**src/rtl/axis_tuple_arb_pkg.sv**
```systemverilog
// Shared definitions for the two-input AXIS tuple arbiter: default widths and FSM encoding.
package axis_tuple_arb_pkg;

  localparam int unsigned DefDataW  = 256;
  localparam int unsigned DefKeepW  = DefDataW / 8;
  localparam int unsigned DefTuserW = 128;

  typedef enum logic [1:0] {
    StIdle   = 2'b00,
    StGrant0 = 2'b01,
    StGrant1 = 2'b10
  } arb_state_e;

endpackage

```
**src/rtl/axis_tuple_arb_if.sv**
```systemverilog
// AXI-Stream link carrying a tuser tuple alongside data and keep.
interface axis_tuple_arb_if
  import axis_tuple_arb_pkg::*;
#(
  parameter int unsigned DATA_W  = DefDataW,
  parameter int unsigned KEEP_W  = DefKeepW,
  parameter int unsigned TUSER_W = DefTuserW
) ();

  logic               tvalid;
  logic               tready;
  logic [DATA_W-1:0]  tdata;
  logic [KEEP_W-1:0]  tkeep;
  logic               tlast;
  logic [TUSER_W-1:0] tuser;

  modport master (
    output tvalid, tdata, tkeep, tlast, tuser,
    input  tready
  );

  modport slave (
    input  tvalid, tdata, tkeep, tlast, tuser,
    output tready
  );

endinterface

```
**src/rtl/axis_tuple_arb_rr_pick2.sv**
```systemverilog
// Two-way round-robin pick: on a tie the input that did not win last time is chosen.
module rr_pick2 (
  input  logic [1:0] req_i,
  input  logic       last_grant_i,
  output logic       winner_o
);

  always_comb begin
    winner_o = 1'b0;
    if (&req_i) begin
      winner_o = ~last_grant_i;
    end else begin
      // No request also yields 1; the caller only looks when something is requesting.
      winner_o = ~req_i[0];
    end
  end

endmodule

```
**src/rtl/axis_tuple_arb.sv**
```systemverilog
// Packet-level round-robin arbiter merging two tuple-carrying AXIS sources onto one master port.
module axis_tuple_arb
  import axis_tuple_arb_pkg::*;
#(
  parameter int unsigned DATA_W  = DefDataW,
  parameter int unsigned KEEP_W  = DefKeepW,
  parameter int unsigned TUSER_W = DefTuserW
) (
  input  logic                    arb_aclk,
  input  logic                    arb_arst,
  axis_tuple_arb_if.slave         s0,
  axis_tuple_arb_if.slave         s1,
  axis_tuple_arb_if.master        m,
  output logic [31:0]             pkt_cnt0,
  output logic [31:0]             pkt_cnt1,
  output logic [1:0]              dbg_state
);

  arb_state_e  state_q, state_d;
  logic        last_grant_q, last_grant_d;
  logic [31:0] pkt_cnt0_q, pkt_cnt0_d;
  logic [31:0] pkt_cnt1_q, pkt_cnt1_d;
  logic [1:0]  rst_sync_q, rst_sync_d;
  logic        pick;
  logic        run_ok;

  // Assertion is immediate via the async clear; release only takes effect two edges later.
  assign rst_sync_d = {rst_sync_q[0], 1'b1};
  assign run_ok     = rst_sync_q[1];

  rr_pick2 u_pick (
    .req_i       ({s1.tvalid, s0.tvalid}),
    .last_grant_i(last_grant_q),
    .winner_o    (pick)
  );

  always_ff @(posedge arb_aclk or negedge arb_arst) begin
    if (!arb_arst) begin
      state_q      <= StIdle;
      last_grant_q <= 1'b1;
      pkt_cnt0_q   <= '0;
      pkt_cnt1_q   <= '0;
      rst_sync_q   <= '0;
    end else begin
      state_q      <= state_d;
      last_grant_q <= last_grant_d;
      pkt_cnt0_q   <= pkt_cnt0_d;
      pkt_cnt1_q   <= pkt_cnt1_d;
      rst_sync_q   <= rst_sync_d;
    end
  end

  always_comb begin
    state_d      = state_q;
    last_grant_d = last_grant_q;
    pkt_cnt0_d   = pkt_cnt0_q;
    pkt_cnt1_d   = pkt_cnt1_q;
    case (state_q)
      StIdle: begin
        if (run_ok && (s0.tvalid || s1.tvalid)) begin
          state_d = pick ? StGrant1 : StGrant0;
        end
      end
      StGrant0: begin
        if (s0.tvalid && m.tready && s0.tlast) begin
          state_d      = StIdle;
          last_grant_d = 1'b0;
          pkt_cnt0_d   = pkt_cnt0_q + 32'd1;
        end
      end
      StGrant1: begin
        if (s1.tvalid && m.tready && s1.tlast) begin
          state_d      = StIdle;
          last_grant_d = 1'b1;
          pkt_cnt1_d   = pkt_cnt1_q + 32'd1;
        end
      end
      default: state_d = StIdle;
    endcase
  end

  always_comb begin
    s0.tready = 1'b0;
    s1.tready = 1'b0;
    m.tvalid  = 1'b0;
    m.tdata   = {DATA_W{1'b0}};
    m.tkeep   = {KEEP_W{1'b0}};
    m.tlast   = 1'b0;
    m.tuser   = {TUSER_W{1'b0}};
    case (state_q)
      StGrant0: begin
        m.tvalid  = s0.tvalid;
        m.tdata   = s0.tdata;
        m.tkeep   = s0.tkeep;
        m.tlast   = s0.tlast;
        m.tuser   = s0.tuser;
        s0.tready = m.tready;
      end
      StGrant1: begin
        m.tvalid  = s1.tvalid;
        m.tdata   = s1.tdata;
        m.tkeep   = s1.tkeep;
        m.tlast   = s1.tlast;
        m.tuser   = s1.tuser;
        s1.tready = m.tready;
      end
      default: ;
    endcase
  end

  assign pkt_cnt0  = pkt_cnt0_q;
  assign pkt_cnt1  = pkt_cnt1_q;
  assign dbg_state = state_q;

endmodule
```
**src/flat_wrapper.sv**
```systemverilog
// flat-port wrapper written by rule: the top's interface ports become plain ports
module axis_tuple_arb_flat import axis_tuple_arb_pkg::*;
#(
  parameter int unsigned DATA_W  = DefDataW,
  parameter int unsigned KEEP_W  = DefKeepW,
  parameter int unsigned TUSER_W = DefTuserW
)
  (arb_aclk, arb_arst, pkt_cnt0, pkt_cnt1, dbg_state, s0_tvalid, s0_tdata, s0_tkeep, s0_tlast, s0_tuser, s0_tready, s1_tvalid, s1_tdata, s1_tkeep, s1_tlast, s1_tuser, s1_tready, m_tvalid, m_tdata, m_tkeep, m_tlast, m_tuser, m_tready);
  axis_tuple_arb_if #(.DATA_W(DATA_W), .KEEP_W(KEEP_W), .TUSER_W(TUSER_W)) s0_i ();
  axis_tuple_arb_if #(.DATA_W(DATA_W), .KEEP_W(KEEP_W), .TUSER_W(TUSER_W)) s1_i ();
  axis_tuple_arb_if #(.DATA_W(DATA_W), .KEEP_W(KEEP_W), .TUSER_W(TUSER_W)) m_i ();
  input  logic arb_aclk;
  input  logic arb_arst;
  output logic [31:0] pkt_cnt0;
  output logic [31:0] pkt_cnt1;
  output logic [1:0] dbg_state;
  input wire logic [$bits(s0_i.tvalid)-1:0] s0_tvalid;
  input wire logic [$bits(s0_i.tdata)-1:0] s0_tdata;
  input wire logic [$bits(s0_i.tkeep)-1:0] s0_tkeep;
  input wire logic [$bits(s0_i.tlast)-1:0] s0_tlast;
  input wire logic [$bits(s0_i.tuser)-1:0] s0_tuser;
  output wire logic [$bits(s0_i.tready)-1:0] s0_tready;
  input wire logic [$bits(s1_i.tvalid)-1:0] s1_tvalid;
  input wire logic [$bits(s1_i.tdata)-1:0] s1_tdata;
  input wire logic [$bits(s1_i.tkeep)-1:0] s1_tkeep;
  input wire logic [$bits(s1_i.tlast)-1:0] s1_tlast;
  input wire logic [$bits(s1_i.tuser)-1:0] s1_tuser;
  output wire logic [$bits(s1_i.tready)-1:0] s1_tready;
  output wire logic [$bits(m_i.tvalid)-1:0] m_tvalid;
  output wire logic [$bits(m_i.tdata)-1:0] m_tdata;
  output wire logic [$bits(m_i.tkeep)-1:0] m_tkeep;
  output wire logic [$bits(m_i.tlast)-1:0] m_tlast;
  output wire logic [$bits(m_i.tuser)-1:0] m_tuser;
  input wire logic [$bits(m_i.tready)-1:0] m_tready;
  assign s0_i.tvalid = s0_tvalid;
  assign s0_i.tdata = s0_tdata;
  assign s0_i.tkeep = s0_tkeep;
  assign s0_i.tlast = s0_tlast;
  assign s0_i.tuser = s0_tuser;
  assign s0_tready = s0_i.tready;
  assign s1_i.tvalid = s1_tvalid;
  assign s1_i.tdata = s1_tdata;
  assign s1_i.tkeep = s1_tkeep;
  assign s1_i.tlast = s1_tlast;
  assign s1_i.tuser = s1_tuser;
  assign s1_tready = s1_i.tready;
  assign m_tvalid = m_i.tvalid;
  assign m_tdata = m_i.tdata;
  assign m_tkeep = m_i.tkeep;
  assign m_tlast = m_i.tlast;
  assign m_tuser = m_i.tuser;
  assign m_i.tready = m_tready;
  axis_tuple_arb #(.DATA_W(DATA_W), .KEEP_W(KEEP_W), .TUSER_W(TUSER_W)) u_core (.arb_aclk(arb_aclk), .arb_arst(arb_arst), .s0(s0_i), .s1(s1_i), .m(m_i), .pkt_cnt0(pkt_cnt0), .pkt_cnt1(pkt_cnt1), .dbg_state(dbg_state));
endmodule
```
**config.mk**
```make
export PLATFORM = sky130hd
export DESIGN_NAME = axis_tuple_arb_flat
export DESIGN_NICKNAME = d
export VERILOG_FILES = /design/src/rtl/axis_tuple_arb_pkg.sv /design/src/rtl/axis_tuple_arb_if.sv /design/src/rtl/axis_tuple_arb_rr_pick2.sv /design/src/rtl/axis_tuple_arb.sv /design/src/flat_wrapper.sv
export SDC_FILE = /design/constraint.sdc
export NUM_CORES = 1
export LEC_CHECK = 0
export CAP_MARGIN = 25
export CELL_PAD_IN_SITES_DETAIL_PLACEMENT = 1
export CELL_PAD_IN_SITES_GLOBAL_PLACEMENT = 1
export CORE_AREA = 8 8 507 509
export CTS_CLUSTER_DIAMETER = 80
export DETAILED_ROUTE_END_ITERATION = 6
export DIE_AREA = 0 0 515 517
export PLACE_DENSITY = 0.37
export SETUP_SLACK_MARGIN = 0.2
export SLEW_MARGIN = 20
export SYNTH_ARGS = -nofsm -noshare
export SYNTH_HDL_FRONTEND = slang
export SYNTH_SLANG_ARGS = --single-unit
```
**constraint.sdc**
```tcl
create_clock -name arb_aclk -period 6.2 [get_ports arb_aclk]
set_clock_uncertainty 0.05 [all_clocks]
set_input_delay 1.24 -clock arb_aclk [delete_from_list [all_inputs] [get_ports arb_aclk]]
set_output_delay 1.24 -clock arb_aclk [all_outputs]
set_load 0.03 [all_outputs]
```
Yosys cells after proc, flatten, opt, wreduce, memory -nomap -nowiden:

Index checks and enable logic that the tools add are counted.

* input bits: 839
* flip-flop bits (word level): 69

* $add $sub $neg: 2
* equal/unequal tests: 5
* bitwise operators: 2
* muxes and demuxes: 16
* reduce and logical (&&, ||, !) cells: 13

Operator list (count)
* $pmux 256 s2: 1
* $pmux 128 s2: 1
* $add 32x1->32 const B: 2
* $pmux 32 s2: 1
* $mux 2: 4
* $ne 2x1->1 const B: 3
* $pmux 1 s2: 3
* $pmux 2 s3: 1
* $reduce_and 2->1: 3
* $reduce_and 3->1: 2
* $logic_and 1x1->1: 5
* $mux 1: 5
* $eq 2x1->1 const B: 1
* $eq 2x2->1 const B: 1
* $logic_not 2->1: 1
* $not 1->1: 2
* $reduce_bool 2->1: 1
* $logic_or 1x1->1: 1

Depth between registers and ports, before layout:

* word-level depth: 5
* mapped depth: 8
* gate-level depth less buffers: 6

By module:

Synthesis repeated with hierarchy kept, for this count alone.

* cells, all modules: 1261
* area total of the unflattened synthesis: 9492.9 µm²

By module, submodules not included
* axis_tuple_arb: seq. area each 1727.9 µm², area each 9480.3 µm², instances 1, cells an instance 1259
* rr_pick2: seq. area each 0.0 µm², area each 12.5 µm², instances 1, cells an instance 2

Worst setup path before layout:

OpenSTA, ideal clock, no wires.

* kind: register -> output
* start point: reg u_core.state_q[0], in the netlist u_core.dbg_state[0]
* end point: out m_tdata[0]
* stages on the path, launching flop included: 8
* slack: 2859 ps
* data arrival time: 2051 ps
* path through: dfrtp_1 inv_1 ha_1 buf_2 clkbuf_1 clkbuf_1 a22oi_1 nor2b_1

* word-level cells in the longest chain between the ends: 2

Ends and longest elaborated chain
* start, declared: line axis_tuple_arb.sv:19 `arb_state_e state_q, state_d;`
* start signal, assigned: line axis_tuple_arb.sv:39 `state_q <= StIdle;`
* start signal, assigned: line axis_tuple_arb.sv:45 `state_q <= state_d;`
* $eq 2x2->1 or $eq 2x1->1 (tied branches): line axis_tuple_arb.sv:90 `case (state_q)`
* $pmux 256 s2 (*): line axis_tuple_arb.sv:90
* end, declared: line flat_wrapper.sv:30 `output wire logic [$bits(m_i.tdata)-1:0] m_tdata;`

Every way passes the cells marked *; elsewhere a longest branch is shown, timed or not.

Final worst setup path:

* start point: reg u_core.state_q[1], in the netlist u_core.dbg_state[1]
* end point: out m_tdata[131]

The elaborated chain is that of the path after synthesis.

==> summary.log <==
qor: clocking.cts_tree yes
qor: synth.synth-edff-count 0
qor: clocking.worst_setup_hold_path_clk_slew 70 ps
qor: floorplanning.io-pin-count 1325
qor: sta.fmax 0.195 GHz
qor: clocking.ctsHoldBuffers 0
qor: synth.postSynth.topFlopCell sky130_fd_sc_hd__dfrtp_1
qor: critical_path.crit_arrival 3830 ps
qor: pwr.ir_drop 0.215 mV
qor: synth.syn-mean-instance-area 7.47 um2
qor: finish.mostFrequentLayoutCell sky130_fd_sc_hd__clkdlybuf4s50_1
qor: critical_path.worst_setup_path_end_kind primary output
qor: pwr.power_density_of_the_placed_cells 340 nW/um2
qor: detailed_routing.wirelength 218000 um
qor: synth.synth.distinct_cells 33
qor: floorplanning.fp-row-count 184
qor: synth.ys_ff_latch 69
qor: floorplanning.die_area 266000 um2
qor: sta.unrepaired_setup_endpoints_after_global_routing no
qor: finish.areaGrowthSynthToFinish 187%
qor: finish.fillCellCount 29600
qor: floorplanning.placeableCoreArea 250000 um2
qor: floorplanning.floorplan.initialDensity 3.83%
qor: detailed_routing.routed_wire_length_per_instance 37.0 um
qor: synth.syn_nets 2125
qor: clocking.clock-root-buffer sky130_fd_sc_hd__clkbuf_16
qor: detailed_routing.detail_route.vias_per_cell 2.95
qor: detailed_routing.drcViolationCount 0
qor: finish.utilization 11.0%
qor: grt.overflow 0
qor: synth.synth-warning-count 0
qor: critical_path.required_time_of_the_worst_setup_path 4910 ps
qor: sta.min_period 5120 ps
qor: synth.ys_seq_area_share 18.1%
qor: sta.finalHoldViolCount 0
qor: synth.netlist.top_cell.by_area sky130_fd_sc_hd__a22oi_1
qor: critical_path.worstSetupPathType reg -> out
qor: clocking.clock_latency_of_the_later_clocked_register_in_the_worst_skew_pair 380 ps
qor: floorplanning.chipHeight 517 um
qor: floorplanning.dieWidth 515 um
qor: finish.multi_input_comb_area 7290 um2
qor: sta.tightestPinTransition 957 ps
qor: placement.gp_congestion 0.948
qor: synth.netlist.area_leader.share 32.8%
qor: grt.grt_use_total 15.5%
qor: critical_path.crit_path_max_fanout 62
qor: detailed_routing.route.vias.total 17400
qor: clocking.numClockSinks 69
qor: detailed_routing.dr.pass1.iters 5
qor: detailed_routing.detailedRoute.firstIterationViolations 1125
qor: grt.antenna_violations_before_repair 315
qor: clocking.cts_made_buffers 9
qor: placement.place.detailed.hpwl 202000 um
qor: finish.drive_gt1_share 3.37%
qor: min_path.holdCritPathClass reg -> reg
qor: sta.final_min_period_over_clock_period 82.5%
qor: pwr.p_leak 0.00810 uW
qor: clocking.clk_path_buf_depth 2
qor: critical_path.cp-start-kind flop
qor: sta.slew_viol_final 0
qor: synth.netlist_area 9570 um2
qor: run_status.run_status finished, final reports clean
qor: clocking.cts_setup_buffers 0
qor: finish.ff_latch_area 1730 um2
qor: finish.fin_nets 3360
qor: clocking.cts.repair.resized 0
qor: grt.maximum_number_of_pins_on_one_net_before_global_route_repair 114
qor: grt.grt_pass1_vias 17400
qor: synth.synth-async-reset-ratio 100%
qor: sta.setup_viol_count_final 0
qor: finish.final_cell_mix sky130_fd_sc_hd__clkdlybuf4s50_1, sky130_fd_sc_hd__a22oi_1, sky130_fd_sc_hd__nor2b_1
qor: synth.synth_area_leaders sky130_fd_sc_hd__a22oi_1, sky130_fd_sc_hd__nor2b_1, sky130_fd_sc_hd__dfrtp_1, sky130_fd_sc_hd__clkbuf_1, sky130_fd_sc_hd__xnor2_1
qor: sta.finalSetupTns 0 ps
qor: synth.postSynthCellCount 1281
qor: placement.numPortBuffers 1324
qor: detailed_routing.drtAntennaViolNets 0
qor: pwr.fin_total_pwr 9310 uW
qor: sta.relSlewSlack 35.7%
qor: clocking.htree_levels 3
qor: job.max-cap-violations 0
qor: grt.grt_pass1_wl 256000 um
[area by class of cell]
type	instances	area share, %
timing repair buffer	1374	50.2
multi-input combinational	1053	26.6
clock inverter	6	0.338
clock buffer	10	0.871
inverter	9	0.123
sequential	69	6.30
antenna	32	0.292
tap	3348	15.3
[routing by layer]
layer  vias up  GRT usage (%)  part of all wire [%]
met5         -              0                  0.76
met4       254           1.13                   1.5
met3       527           11.7                    16
met2      1228           24.3                    43
met1      8158           17.4                    38
li1       7222              -                     -
[cell families (layout without fill, tap and decap cells)]
kind of cell / after synthesis / count (layout) / share of synthesized area, %
AOI/OAI and AO/OA: 424 / 424 / 33.3
xor gates and xnor gates: 62 / 62 / 5.68
adders and majority gates: 5 / 5 / 0.654
buffers and inverters: 159 / 1399 / 6.37
DFF: 69 / 69 / 18.1
other: 1 / 33 / 0.0392
and+or+nand+nor: 561 / 561 / 35.9
[path summary, 6_finish.rpt]
| check | startpoint | cells after the start | to | slack, ps |
|---|---|---|---|---|
| setup reg to reg | u_core.dbg_state[0] | 8 | u_core.pkt_cnt1[14] | 2450 |
| min in group asynchronous | arb_arst | 1 | u_core.pkt_cnt1[7] | 960 |
| hold / removal | u_core.rst_sync_q[0] | 0 | u_core.rst_sync_q[1] | 300 |
| setup / recovery | u_core.dbg_state[1] | 6 | m_tdata[131] | 1080 |
| max in group asynchronous | arb_arst | 2 | u_core.last_grant_q | 4090 |
| hold reg to reg | u_core.rst_sync_q[0] | 0 | u_core.rst_sync_q[1] | 300 |
[synthesized netlist by cell type (5+ instances only)]
cell and number:
sky130_fd_sc_hd__xor2_1 24, sky130_fd_sc_hd__buf_1 5, sky130_fd_sc_hd__a22oi_1 418, sky130_fd_sc_hd__nor4_2 7, sky130_fd_sc_hd__nor2_1 13, sky130_fd_sc_hd__nor2b_1 418, sky130_fd_sc_hd__dfrtp_1 68, sky130_fd_sc_hd__nand2_1 30
sky130_fd_sc_hd__nand4_1 28, sky130_fd_sc_hd__clkbuf_1 140, sky130_fd_sc_hd__nand3_1 23, sky130_fd_sc_hd__inv_1 9, sky130_fd_sc_hd__nor4_1 9, sky130_fd_sc_hd__xnor2_1 38, sky130_fd_sc_hd__ha_1 5, sky130_fd_sc_hd__nor3_1 10
sky130_fd_sc_hd__and4_1 6, sky130_fd_sc_hd__and3_1 5
[flip-flops by register name, indices dropped and copies added (netlist names)]
name and count:
u_core.dbg_state 2, u_core.rst_sync_q 2, u_core.pkt_cnt0 32, u_core.last_grant_q 1
u_core.pkt_cnt1 32
[per-stage QoR]
step	worst slack [ps]	area [um2]	hold WS, ps	instances
2_1_floorplan	2860	9570	281	1281
4_1_cts	888	27300	302	5869
3_5_place_dp	1340	27000	286	5853
3_3_place_gp	1360	27000	283	5853
6_report	1080	27400	301	5901
5_1_grt	926	27300	302	5871
[worst max-delay path, cell delays in order (launching register included)]
cell and delay [ps]:
sky130_fd_sc_hd__dfrtp_1 430, sky130_fd_sc_hd__inv_1 180, sky130_fd_sc_hd__ha_4 680, sky130_fd_sc_hd__buf_12 360, sky130_fd_sc_hd__a22oi_1 230, sky130_fd_sc_hd__nor2b_1 560, sky130_fd_sc_hd__clkdlybuf4s50_1 840
[where the power goes]
part,total [uW],leakage [uW],internal (uW),switching (uW)
clock network,619,0.000156,366,252
logic,8190,0.00702,3100,5090
registers,500,0.000928,471,29.2
No activity file was read; power rests on OpenSTA's default activity.
==> variant: new RTL, config.mk and constraints unchanged <==
`DefTuserW`: 128 -> 256.
--- a/src/rtl/axis_tuple_arb_pkg.sv
+++ b/src/rtl/axis_tuple_arb_pkg.sv
@@ -4,5 +4,5 @@
   localparam int unsigned DefDataW  = 256;
   localparam int unsigned DefKeepW  = DefDataW / 8;
-  localparam int unsigned DefTuserW = 128;
+  localparam int unsigned DefTuserW = 256;
 
   typedef enum logic [1:0] {
Interface: changed (resized m_tuser, s0_tuser and s1_tuser); port bits go from 1325 to 1709. No check against the original RTL was run, so the function may have changed too.
==> variant against the original RTL <==
Die area is the same; cell area grew 22%; register-to-register slack gained 0.34 ns; setup slack lost 0.14 ns; non-clock buffer count grew 413; count of clock-buffer cells in the layout is the same; area after synthesis grew 21%; total power grew 31%; clock power grew 7.9%; wire length grew 32%; sequential cell count is the same.
==> variant: results (changes against the original RTL) <==
[grt]
grt_max_degree = 84  ; was 114
grtUsageTotal_pct = 20.2  ; was 15.5%
met3_usage_pct = 9.55  ; was 11.7%
grtUsageMet2_pct = 33.4  ; was 24.3%
antenna_found_initial = 316  ; was 315

[routing]
vias = 22500  ; was 17,400
dr_wl_met2_um = 133000  ; was 93,700 um
drt_iter0_drc = 2368  ; was 1,125
met3_length_um = 32400  ; was 35,600 um
met1_length_um = 115000  ; was 83,900 um
routed_wl_um = 287000  ; was 218,000 um

[timing]
slew_headroom_pct = 13.6  ; was 35.7%
final.period_utilization_pct = 84.7  ; was 82.5%

[critical_path]
critPathArrivalTime_ns = 3.96  ; was 3.83 ns
crit_fanout = 37  ; was 62

[final_layout]
fill_cells = 29600  ; about the same
drive_gt1_share_pct = 3.91  ; was 3.37%
nets = 4288  ; was 3,360

[yosys]
yosysSeqAreaShare_pct = 15.0  ; was 18.1%
synth.distinct_cells = 37  ; was 33
synth.area.top_cells = a22oi_1 (35%), nor2b_1 (30%), dfrtp_1 (15%), clkbuf_1 (5.8%), xor2_1 (2.7%)  ; was a22oi_1 (33%), nor2b_1 (27%), dfrtp_1 (18%), clkbuf_1 (5.5%), xnor2_1 (3.5%)
synth_adder_area_share_pct = 0.542  ; was 0.654%

[placed_design]
dp_hpwl_um = 264000  ; was 202,000 um
dp_slack_ns = 1.08  ; was 1.34 ns

[pwr]
clock_net_power_uw = 668  ; was 619 uW
p_switching_uw = 7200  ; was 5370 uW
peakVddDrop_v = 0.000213  ; was 0.000215 V
comb_power_uw = 11000  ; was 8190 uW

[status]
status = completed  ; unchanged

[clocking]
clk_latency_ns = 0.36  ; was 0.38 ns

## variant: worst register-to-register path, stage by stage (launching register included)
cell and delay [ns]:
dfrtp_1 0.43, inv_1 0.18, ha_4 0.70, buf_4 0.48, nand4_4 0.26, or4_4 0.64
nor4_1 0.41, xor2_1 0.18
## variant: final cells by class
| class | instances | area share, % |
|---|---|---|
| Antenna cell | 64 | 0.479 |
| Clock buffer | 10 | 0.714 |
| Clock inverter | 6 | 0.400 |
| Inverter | 14 | 0.157 |
| Multi-Input combinational cell | 1307 | 27.1 |
| Sequential cell | 69 | 5.16 |
| Tap cell | 3348 | 12.5 |
| Timing Repair Buffer | 1787 | 53.4 |
## variant: through the flow
| stage | std cells | instance area (um^2) | hold WS (ns) | util, % |
|---|---|---|---|---|
| floorplan | 1578 | 11600 | 0.281 | - |
| finish | 6605 | 33500 | 0.300 | 13.4 |
| global route | 6556 | 33300 | 0.304 | 13.4 |
| detailed placement | 6524 | 32900 | 0.288 | 13.2 |
| global placement | 6520 | 32900 | 0.283 | 13.2 |
| CTS | 6540 | 33300 | 0.302 | 13.3 |
## variant: worst paths after layout
check | start | to | depth (start not counted)
min | u_core.rst_sync_q[0]$_DFF_PN0_ | u_core.rst_sync_q[1]$_DFF_PN0_ | 0
min in group asynchronous | arb_arst | u_core.pkt_cnt0[17]$_DFFE_PN0P_ | 2
max reg2reg | u_core.dbg_state[1]$_DFFE_PN0P_ | u_core.pkt_cnt0[28]$_DFFE_PN0P_ | 7
max | u_core.dbg_state[0]$_DFFE_PN0P_ | m_tuser[236] | 6
min reg2reg | u_core.rst_sync_q[0]$_DFF_PN0_ | u_core.rst_sync_q[1]$_DFF_PN0_ | 0
max in group asynchronous | arb_arst | u_core.pkt_cnt1[16]$_DFFE_PN0P_ | 3
